`src/rtl/fp_compare_seq.sv`:
```
// Three-state compare sequencer around a single-precision magnitude comparator.
// It adds the NaN and signed-zero fixups, and it owns the FCC flag, the sticky invalid flag and the bc1t/bc1f answer.
module fp_compare_seq (
  input  logic        clk,
  input  logic        rst,
  input  logic        req_valid,
  output logic        req_ready,
  input  logic [1:0]  req_cond,
  input  logic [31:0] req_a,
  input  logic [31:0] req_b,
  output logic [31:0] cmp_num1,
  output logic [31:0] cmp_num2,
  input  logic [2:0]  cmp_result,
  output logic        done,
  output logic        fcc,
  output logic        exception,
  input  logic        exc_clear,
  input  logic        br_true,
  output logic        br_taken,
  output logic        br_stall
);
  typedef enum logic [1:0] {S_IDLE, S_ISSUE, S_EVAL} state_t;

  localparam logic [1:0] C_EQ = 2'b00;
  localparam logic [1:0] C_LT = 2'b01;
  localparam logic [1:0] C_LE = 2'b10;
  localparam logic [1:0] C_UN = 2'b11;

  state_t      state_q, state_d;
  logic [31:0] num1_q, num1_d, num2_q, num2_d;
  logic [1:0]  cond_q, cond_d;
  logic        nan_q, nan_d, zero_q, zero_d;
  logic        fcc_q, fcc_d, exc_q, exc_d, done_q, done_d;

  logic rel_un, rel_eq, rel_lt, rel_ill, fcc_res, exc_set;

  function automatic logic is_nan(input logic [31:0] x);
    return (x[30:23] == 8'hFF) && (x[22:0] != 23'd0);
  endfunction

  // Resolve the relation in priority order: unordered, then signed zero, then the comparator code.
  always_comb begin
    rel_un  = nan_q;
    rel_eq  = 1'b0;
    rel_lt  = 1'b0;
    rel_ill = 1'b0;
    if (!nan_q) begin
      if (zero_q) rel_eq = 1'b1;
      else begin
        case (cmp_result)
          3'b100:  ;
          3'b010:  rel_eq = 1'b1;
          3'b001:  rel_lt = 1'b1;
          default: rel_ill = 1'b1;
        endcase
      end
    end
    case (cond_q)
      C_EQ:    fcc_res = rel_eq;
      C_LT:    fcc_res = rel_lt;
      C_LE:    fcc_res = rel_lt | rel_eq;
      default: fcc_res = rel_un;
    endcase
    exc_set = rel_ill | (rel_un & ((cond_q == C_LT) | (cond_q == C_LE)));
  end

  always_comb begin
    state_d = state_q;
    num1_d  = num1_q;
    num2_d  = num2_q;
    cond_d  = cond_q;
    nan_d   = nan_q;
    zero_d  = zero_q;
    fcc_d   = fcc_q;
    done_d  = 1'b0;
    exc_d   = exc_q & ~exc_clear;
    case (state_q)
      S_IDLE: if (req_valid) begin
        state_d = S_ISSUE;
        num1_d  = req_a;
        num2_d  = req_b;
        cond_d  = req_cond;
        nan_d   = is_nan(req_a) | is_nan(req_b);
        zero_d  = (req_a[30:0] == 31'd0) && (req_b[30:0] == 31'd0);
      end
      S_ISSUE: state_d = S_EVAL;
      S_EVAL: begin
        state_d = S_IDLE;
        done_d  = 1'b1;
        fcc_d   = fcc_res;
        // A new set beats a clear arriving on the same edge.
        if (exc_set) exc_d = 1'b1;
      end
      default: state_d = S_IDLE;
    endcase
  end

  always_ff @(posedge clk or posedge rst) begin
    if (rst) begin
      state_q <= S_IDLE;
      num1_q  <= '0;
      num2_q  <= '0;
      cond_q  <= C_EQ;
      nan_q   <= 1'b0;
      zero_q  <= 1'b0;
      fcc_q   <= 1'b0;
      exc_q   <= 1'b0;
      done_q  <= 1'b0;
    end else begin
      state_q <= state_d;
      num1_q  <= num1_d;
      num2_q  <= num2_d;
      cond_q  <= cond_d;
      nan_q   <= nan_d;
      zero_q  <= zero_d;
      fcc_q   <= fcc_d;
      exc_q   <= exc_d;
      done_q  <= done_d;
    end
  end

  assign req_ready = (state_q == S_IDLE);
  assign br_stall  = (state_q != S_IDLE);
  assign cmp_num1  = num1_q;
  assign cmp_num2  = num2_q;
  assign done      = done_q;
  assign fcc       = fcc_q;
  assign exception = exc_q;
  assign br_taken  = br_true ? fcc_q : ~fcc_q;
endmodule
```
`config.mk`:
```
export PLATFORM = sky130hd
export DESIGN_NAME = fp_compare_seq
export DESIGN_NICKNAME = d
export VERILOG_FILES = /design/src/rtl/fp_compare_seq.sv
export SDC_FILE = /design/constraint.sdc
export NUM_CORES = 1
export LEC_CHECK = 0
export ABC_AREA = 1
export BUFFER_PORTS_ARGS = -buffer_cell sky130_fd_sc_hd__buf_2
export CAP_MARGIN = 20
export CORE_AREA = 2 2 91 93
export CTS_CLUSTER_SIZE = 30
export DETAILED_ROUTE_END_ITERATION = 8
export DIE_AREA = 0 0 93 95
export GPL_ROUTABILITY_DRIVEN = 0
export GPL_TIMING_DRIVEN = 0
export PLACE_DENSITY = 0.73
export SYNTH_ARGS = -nofsm -noshare
export SYNTH_HDL_FRONTEND = slang
export SYNTH_SLANG_ARGS = --single-unit
```
`constraint.sdc`:
```
create_clock -name clk -period 2.3 [get_ports clk]
set_input_delay 0.46 -clock clk [delete_from_list [all_inputs] [get_ports clk]]
set_output_delay 0.46 -clock clk [all_outputs]
set_load 0.02 [all_outputs]
```
==> out/metrics.yaml, run 1 <==
hold_buffers: 0
synth_cell_types: 20
reg2reg_depth: 7
io_pins: 144
regToRegSetupSlack_ps: 970
final_common_cell: "nand2_1"
drc_errors: 0
hold_violations: 0
die_h_um: 95
num_rows: 33
regArea_mm2: 0.001827
status: "finished clean"
grt_util_all_layers_pct: 18.69
drt_iter0_drc: 97
critPathMaxFanout: 3
diodes: 0
drt_first_pass_iters: 4
fin_ws_ps: 789.3
fp.dieArea_mm2: 0.008835
yosys.area.top_type_share_pct: 57.28
start_kind: "flop"
drt_wl_total_um: 8007
cts_resized: 0
grt-ovfl-total: 0
layout_common_cells: "nand2_1 (191), buf_2 (151), dfrtp_1 (73), nor2_1 (40), inv_1 (25)"
grt_pass1_vias: 2730
antenna_found_initial: 0
syn-num-nets: 470
start_util_pct: 40.23
root_buffer: "clkbuf_8"
hold_class: "in -> async"
clockBufferDepth: 2
cts.clk_slew.worst_paths_ps: 70
min_period_ps: 1511
place_ws_ps: 856.1
setup_tns_ps: 0
cts_tree: "built"
io_buffers: 143
setup_viol: 0
clk_latency_ps: 340
syn_inst: 392
worstPathRequired_ps: 1840
die_x_um: 93
vias: 2979
synth.area.top_cells: "dfrtp_1 (57%), nand2_1 (22%), nor2_1 (4.7%), inv_1 (3.1%), o21ai_0 (2.8%)"
rsz0062_at_grt: "false"
worstPathArrival_ps: 1050
swShare_pct: 36.20
cp-end-kind: "output pin"
r2r_start: "state_q[1]"
p_comb_share_pct: 31.6
final_core_util_pct: 53.82
leakage_nw: 2.477
drv_slew: 0
antenna_left: 0
timing.rr.end: "cmp_num2[0]"
fin_crit_sh_pct: 65.68
power.clock.fraction_pct: 25.3
fillers: 772
postCtsSetupRepairBufs: 0
syn_to_final_growth_pct: 33.78
crit_type: "reg -> out"
slew_headroom_pct: 43.15
skew_ps: 10.12
yosysTopAreaCell: "dfrtp_1"
power.density_mw_per_mm2: 946.0
startpoint: "state_q[1]"
grt_pass1_wl_um: 12830
via_per_inst: 4.534
p_switching_w: 0.001461
maxCapViolCount: 0
p_int_w: 0.002575
ctsHtreeMaxLevel: 3
p_seq_share_pct: 43.1
timing.fmax_mhz: 661.9
fp.coreArea_mm2: 0.007928
nets: 625
netlist_area_mm2: 0.003189
avgSynthCellArea_um2: 8.136
hold_ws_ps: 289.1
synth.yosys.seq_area_share_pct: 57.28
worst-slew-pin-transition_ps: 851.0
ys_warn_count: 0
wl_per_cell_um: 12.19
dp_hpwl_um: 6158
vdd_drop_max_mv: 0.4324
drive_gt1_share_pct: 32.43
clock-sinks: 73
ys_ff_latch: 73
crit_end: "req_ready"
multi_input_area_mm2: 0.001154
grt_max_degree: 40
numCtsBuffers: 9
-- critical path, stage by stage (launching register included) --
cell and delay, ps:
dfrtp_1 390, inv_2 80, nand2_4 60, inv_1 40
buf_2 150
-- area by class of cell --
type,count,share of cell area (%)
inverters,29,2.639
repair buffers,144,17.24
plain buffers,14,2.346
flip-flops and latches,73,42.82
well taps,105,3.079
clock buffers,12,3.636
clock inverters,4,1.202
multi-input cells,276,27.04
-- synthesized netlist by cell type (all sizes together) --
master	instances
nand4	4
nor2	41
inv	29
nand3	8
nand3b	2
o21ai	18
nor3b	1
buf	14
xnor2	1
nand2	192
a21oi	3
ha	4
o21a	1
dfrtp	73
nor3	1
-- power groups by stage --
stage,clock (W),combinational (W),sequential (W)
2_1_floorplan,0,0.000429,0.00211
4_1_cts,0.00105,0.00129,0.00174
6_report,0.00102,0.00128,0.00174
5_1_grt,0.00112,0.00141,0.00178
3_3_place_gp,0,0.00127,0.00175
3_5_place_dp,0,0.00129,0.00176
-- per-layer routing --
metal | global-route usage, % | routed length [um]
met1 | 25.08 | 3563
met4 | 4.779 | 87
met2 | 29.77 | 3770
met5 | 0 | 0
met3 | 5.746 | 586
-- per-stage QoR --
step                      std cells  total power (W)  cell area, um^2
final                           657         0.004036             4267
after global routing            657         0.004303             4267
after CTS                       657         0.004091             4267
after detailed placement        641         0.003055             4060
after global placement          640         0.003017             4040
after floorplan                 392         0.002538             3193
-- sequential cells by signal (all words and copies together), names as in the netlist --
name	flops
cmp_num1	32
cmp_num2	32
cond_q	2
state_q	2
done	1
exception	1
fcc	1
nan_q	1
zero_q	1
-- kinds of logic (layout without fill, tap and decap cells) --
family,after synthesis,count (layout),synth area share (%)
AND/OR/NAND/NOR,249,249,30.80
flip-flops,73,73,57.28
buffers and inverters,43,203,6.551
AO/OA/AOI/OAI,22,22,3.531
adder cells (fa/ha/maj),4,4,1.569
XOR/XNOR,1,1,0.2747
-- worst min path at each step --
stage	start	to	slack, ps	cells after the start
2_1_floorplan	state_q[1]	state_q[1]	420	1
3_3_place_gp	state_q[1]	state_q[1]	430	1
3_5_place_dp	state_q[1]	state_q[1]	450	1
4_1_cts	rst	cmp_num1[14]	300	2
5_1_grt	req_b[31]	cmp_num2[31]	300	3
6_report	rst	cond_q[1]	290	2
Power figures use the tool's default switching activity.
==> run 2, diff against run 1 <==
--- a/config.mk
+++ b/config.mk
@@ -8,13 +8,13 @@
 export ABC_AREA = 1
 export BUFFER_PORTS_ARGS = -buffer_cell sky130_fd_sc_hd__buf_2
 export CAP_MARGIN = 20
-export CORE_AREA = 2 2 91 93
+export CORE_AREA = 2 2 86 88
 export CTS_CLUSTER_SIZE = 30
 export DETAILED_ROUTE_END_ITERATION = 8
-export DIE_AREA = 0 0 93 95
+export DIE_AREA = 0 0 88 90
 export GPL_ROUTABILITY_DRIVEN = 0
 export GPL_TIMING_DRIVEN = 0
-export PLACE_DENSITY = 0.73
+export PLACE_DENSITY = 0.77
 export SYNTH_ARGS = -nofsm -noshare
 export SYNTH_HDL_FRONTEND = slang
 export SYNTH_SLANG_ARGS = --single-unit
==> constraint.sdc (replaced) <==
create_clock -name clk -period 1.6 [get_ports clk]
set_input_delay 0.32 -clock clk [delete_from_list [all_inputs] [get_ports clk]]
set_output_delay 0.32 -clock clk [all_outputs]
set_load 0.02 [all_outputs]
==> out/metrics.yaml, run 2 (same netlist as run 1, synthesis figures left out) <==
status: "finished clean"
crit_family: "flip-flops"
cts_tree: "built"
leakage_nw: 2.481
wl_per_cell_um: 12.12
worstPathArrival_ps: 1060
dp_hpwl_um: 6128
grt_pass1_vias: 2818
vias: 2968
slowest_stage: "dfrtp_1"
timing.fmax_mhz: 726.1
ctsHtreeMaxLevel: 3
final_common_cell: "nand2_1"
setup_viol: 0
instances_no_fill: 651
swShare_pct: 35.74
clk_latency_ps: 340
start_util_pct: 45.43
crit_type: "reg -> out"
critPathMaxFanout: 3
drt_iter0_drc: 98
fin_crit_sh_pct: 86.08
reg2reg_depth: 8
rsz0062_at_grt: "false"
vdd_drop_max_mv: 0.8313
p_comb_share_pct: 31.7
power_w: 0.005827
hold_violations: 0
fp.dieArea_mm2: 0.007920
drt_first_pass_iters: 4
power.clock.fraction_pct: 25.5
startpoint: "state_q[0]"
clockBufferDepth: 2
antenna_found_initial: 0
syn_to_final_growth_pct: 33.58
hold_buffers: 0
num_rows: 31
path_buf_inv: 3
min_period_ps: 1377
crit_end: "req_ready"
postCtsSetupRepairBufs: 0
grt-ovfl-total: 0
io_buffers: 143
r2r_start: "state_q[0]"
drt_wl_total_um: 7891
drv_slew: 0
path_cells: "inv_2 -> nand2_4 -> inv_1 -> buf_2"
clock-sinks: 73
maxCapViolCount: 0
die_x_um: 88
drive_gt1_share_pct: 32.25
die_h_um: 90
root_buffer: "clkbuf_8"
slew_headroom_pct: 50.68
regToRegSetupSlack_ps: 300
worst_path_largest_cell_delay_ps: 390
layout_common_cells: "nand2_1 (191), buf_2 (151), dfrtp_1 (73), nor2_1 (40), inv_1 (25)"
io_pins: 144
cts_resized: 0
grt_util_all_layers_pct: 20.71
p_int_w: 0.003745
cp.depth: 4
via_per_inst: 4.559
dp.cells: 635
antenna_left: 0
worstPathRequired_ps: 1280
hold_class: "in -> async"
nets: 625
grt_max_degree: 42
numCtsBuffers: 9
cts.clk_slew.worst_paths_ps: 80
grt_pass1_wl_um: 12820
skew_ps: 11.07
timing.rr.end: "cmp_num1[21]"
p_switching_w: 0.002083
p_seq_share_pct: 42.8
fp.coreArea_mm2: 0.007020
cp-end-kind: "output pin"
start_kind: "flop"
drc_errors: 0
worst-slew-pin-transition_ps: 738.2
diodes: 0
fillers: 648
power.density_mw_per_mm2: 1368
-- run 2: cell type report --
type | count | area (um^2) | share of cell area, %
Clock inverter | 2 | 35.03 | 0.8223
Sequential cell | 73 | 1827 | 42.88
Buffer | 14 | 100.1 | 2.349
Inverter | 29 | 112.6 | 2.643
Timing Repair Buffer | 144 | 735.7 | 17.27
Clock buffer | 14 | 172.7 | 4.053
Tap cell | 99 | 123.9 | 2.907
Multi-Input combinational cell | 276 | 1154 | 27.08
-- run 2: worst min path at each step --
stage                     from      endpoint
floorplan           state_q[1]    state_q[1]
global placement    state_q[1]    state_q[1]
detailed placement  state_q[1]    state_q[1]
CTS                        rst  cmp_num1[12]
global route               rst  cmp_num1[12]
finish                     rst  cmp_num1[12]
-- run 2: layer usage --
layer | track usage [%] | wire length (um)
met3 | 4.408 | 519
met5 | 0 | 0
met1 | 27.35 | 3434
met2 | 33.14 | 3793
met4 | 7.949 | 143
-- run 2: stage by stage --
stage | util [%] | setup TNS (ps) | cell area, um^2 | worst slack (ps) | hold WS (ps)
finish | 60.68 | 0 | 4260 | 222.8 | 92.64
floorplan | - | 0 | 3193 | 414.1 | 421.5
global placement | 57.44 | -3029 | 4033 | -45.85 | 431.4
CTS | 60.68 | 0 | 4260 | 203.6 | 106.1
global route | 60.68 | 0 | 4260 | 145.2 | 159.2
detailed placement | 57.73 | 0 | 4053 | 294.8 | 437.4
-- run 2: power by group through the flow --
stage | Sequential, W | Combinational (W) | Clock, W
2_1_floorplan | 0.00303 | 0.000617 | 0
3_3_place_gp | 0.00251 | 0.00182 | 0
3_5_place_dp | 0.00253 | 0.00188 | 0
4_1_cts | 0.00250 | 0.00188 | 0.00152
5_1_grt | 0.00255 | 0.00203 | 0.00159
6_report | 0.00250 | 0.00185 | 0.00148
==> run 3, diff against run 2 <==
==> config.mk (replaced) <==
export PLATFORM = sky130hd
export DESIGN_NAME = fp_compare_seq
export DESIGN_NICKNAME = d
export VERILOG_FILES = /design/src/rtl/fp_compare_seq.sv
export SDC_FILE = /design/constraint.sdc
export NUM_CORES = 1
export LEC_CHECK = 0
export ABC_AREA = 1
export CAP_MARGIN = 20
export CELL_PAD_IN_SITES_DETAIL_PLACEMENT = 1
export CELL_PAD_IN_SITES_GLOBAL_PLACEMENT = 1
export CORE_AREA = 2 2 89 91
export CTS_CLUSTER_SIZE = 30
export DETAILED_ROUTE_END_ITERATION = 8
export DIE_AREA = 0 0 91 93
export DONT_BUFFER_PORTS = 1
export GPL_ROUTABILITY_DRIVEN = 0
export GPL_TIMING_DRIVEN = 0
export PLACE_DENSITY = 0.75
export SYNTH_ARGS = -nofsm -noshare
export SYNTH_HDL_FRONTEND = slang
export SYNTH_SLANG_ARGS = --single-unit
==> out/metrics.yaml, run 3 (same netlist as run 1, synthesis figures left out) <==
status: "finished clean"
numCtsBuffers: 9
slowest_stage: "dfrtp_1"
layout_common_cells: "nand2_1 (191), dfrtp_1 (73), nor2_1 (40), inv_1 (25), o21ai_0 (18)"
grt_util_all_layers_pct: 20.09
fp.coreArea_mm2: 0.007527
instances_no_fill: 512
wl_per_cell_um: 16.00
design_area_mm2: 0.003572
start_util_pct: 42.37
fin_crit_sh_pct: 91.36
num_rows: 32
worst_path_largest_cell_delay_ps: 500
worstPathRequired_ps: 1280
crit_family: "flip-flops"
power.clock.fraction_pct: 28.2
critPathMaxFanout: 3
rsz0062_at_grt: "false"
final_common_cell: "nand2_1"
dp_hpwl_um: 6366
setup_viol: 0
worstPathArrival_ps: 1140
placed_cell_area_mm2: 0.003341
setup_tns_ps: 0
fillers: 954
swShare_pct: 37.27
start_kind: "flop"
cts.clk_slew.worst_paths_ps: 80
diodes: 0
hold_ws_ps: 90.25
io_pins: 144
cts_tree: "built"
clk_latency_ps: 340
drive_gt1_share_pct: 9.268
die_x_um: 91
worst-slew-pin-transition_ps: 801.8
hold_violations: 0
fp.dieArea_mm2: 0.008463
antenna_left: 0
root_buffer: "clkbuf_8"
vdd_drop_max_mv: 0.5647
maxCapViolCount: 0
grt_pass1_vias: 2740
die_h_um: 93
drt_first_pass_iters: 4
drt_iter0_drc: 72
skew_ps: 13.08
grt-ovfl-total: 0
syn_to_final_growth_pct: 12.00
antenna_found_initial: 0
p_switching_w: 0.002019
nets: 483
min_period_ps: 1462
clockBufferDepth: 2
dp.cells: 495
ctsHtreeMaxLevel: 3
path_buf_inv: 0
grt_max_degree: 39
grt_pass1_wl_um: 13250
vias: 2486
cp-end-kind: "output pin"
timing.fmax_mhz: 684.1
p_comb_share_pct: 14.3
power_w: 0.005417
via_per_inst: 4.855
slew_headroom_pct: 46.44
hold_class: "in -> reg"
io_buffers: 0
drc_errors: 0
drv_slew: 0
p_int_w: 0.003398
p_seq_share_pct: 57.4
crit_type: "reg -> out"
power.density_mw_per_mm2: 1516
leakage_nw: 1.905
clock-sinks: 73
drt_wl_total_um: 8194
path_cells: "xnor2_2"
==> run 3: cell types whose count changed in the layout (fill, tap and decap cells not counted) <==
cell / previous run / this run
inv_6: 0 / 1
clkinv_2: 1 / 2
clkbuf_1: 2 / 0
xnor2_2: 0 / 1
xnor2_1: 1 / 0
buf_2: 151 / 8
dlygate4sd3_1: 0 / 1
==> run 3: per-layer routing <==
metal / GRT usage [%] / share of wire, % / vias to the layer above
met5: 0 / 0 / -
met4: 8.460 / 1.8 / 0
met3: 6.124 / 8.2 / 11
met2: 35.12 / 51 / 88
met1: 22.90 / 39 / 1178
li1: - / - / 1209
==> run 3: layout make-up <==
type | count | area [um^2] | area share, %
clock inverter | 4 | 48.80 | 1.366
sequential | 73 | 1827 | 51.14
clock buffer | 12 | 165.2 | 4.623
timing repair buffer | 2 | 30.03 | 0.8406
tap | 102 | 127.6 | 3.573
buffer | 14 | 100.1 | 2.802
inverter | 29 | 112.6 | 3.152
multi-input combinational | 276 | 1161 | 32.50
==> run 3: final timing paths <==
check | depth (start not counted) | end | start | slack [ps]
min in group asynchronous | 2 | cmp_num1[12] | rst | 600
min reg2reg | 1 | state_q[1] | state_q[1] | 460
max | 1 | br_taken | fcc | 140
max reg2reg | 8 | cmp_num1[22] | state_q[1] | 210
min | 2 | cmp_num2[8] | req_b[8] | 90
max in group asynchronous | 3 | cmp_num2[27] | rst | 350
==> run 3: repair_timing <==
item / 4_1_cts / 5_1_grt
buffers inserted: 0 / 0
endpoints found under the hold margin: 3 / 0
hold buffers: 1 / 0
resized for setup: 1 / 0
setup endpoints to repair: 1 / 0
==> run 3: through the flow <==
step	setup WS, ps	utilization, %
after CTS	114.4	47.46
after detailed placement	195.8	44.38
after floorplan	414.1	-
final	138.2	47.46
after global placement	54.19	44.12
after global routing	94.06	47.46
==> run 3: power groups by stage <==
| stage | Clock [W] | Sequential, W | Combinational [W] |
|---|---|---|---|
| floorplan | 0 | 0.00303 | 0.000617 |
| global placement | 0 | 0.00314 | 0.000732 |
| detailed placement | 0 | 0.00315 | 0.000794 |
| CTS | 0.00157 | 0.00313 | 0.000802 |
| global route | 0.00165 | 0.00317 | 0.000926 |
| finish | 0.00153 | 0.00311 | 0.000777 |
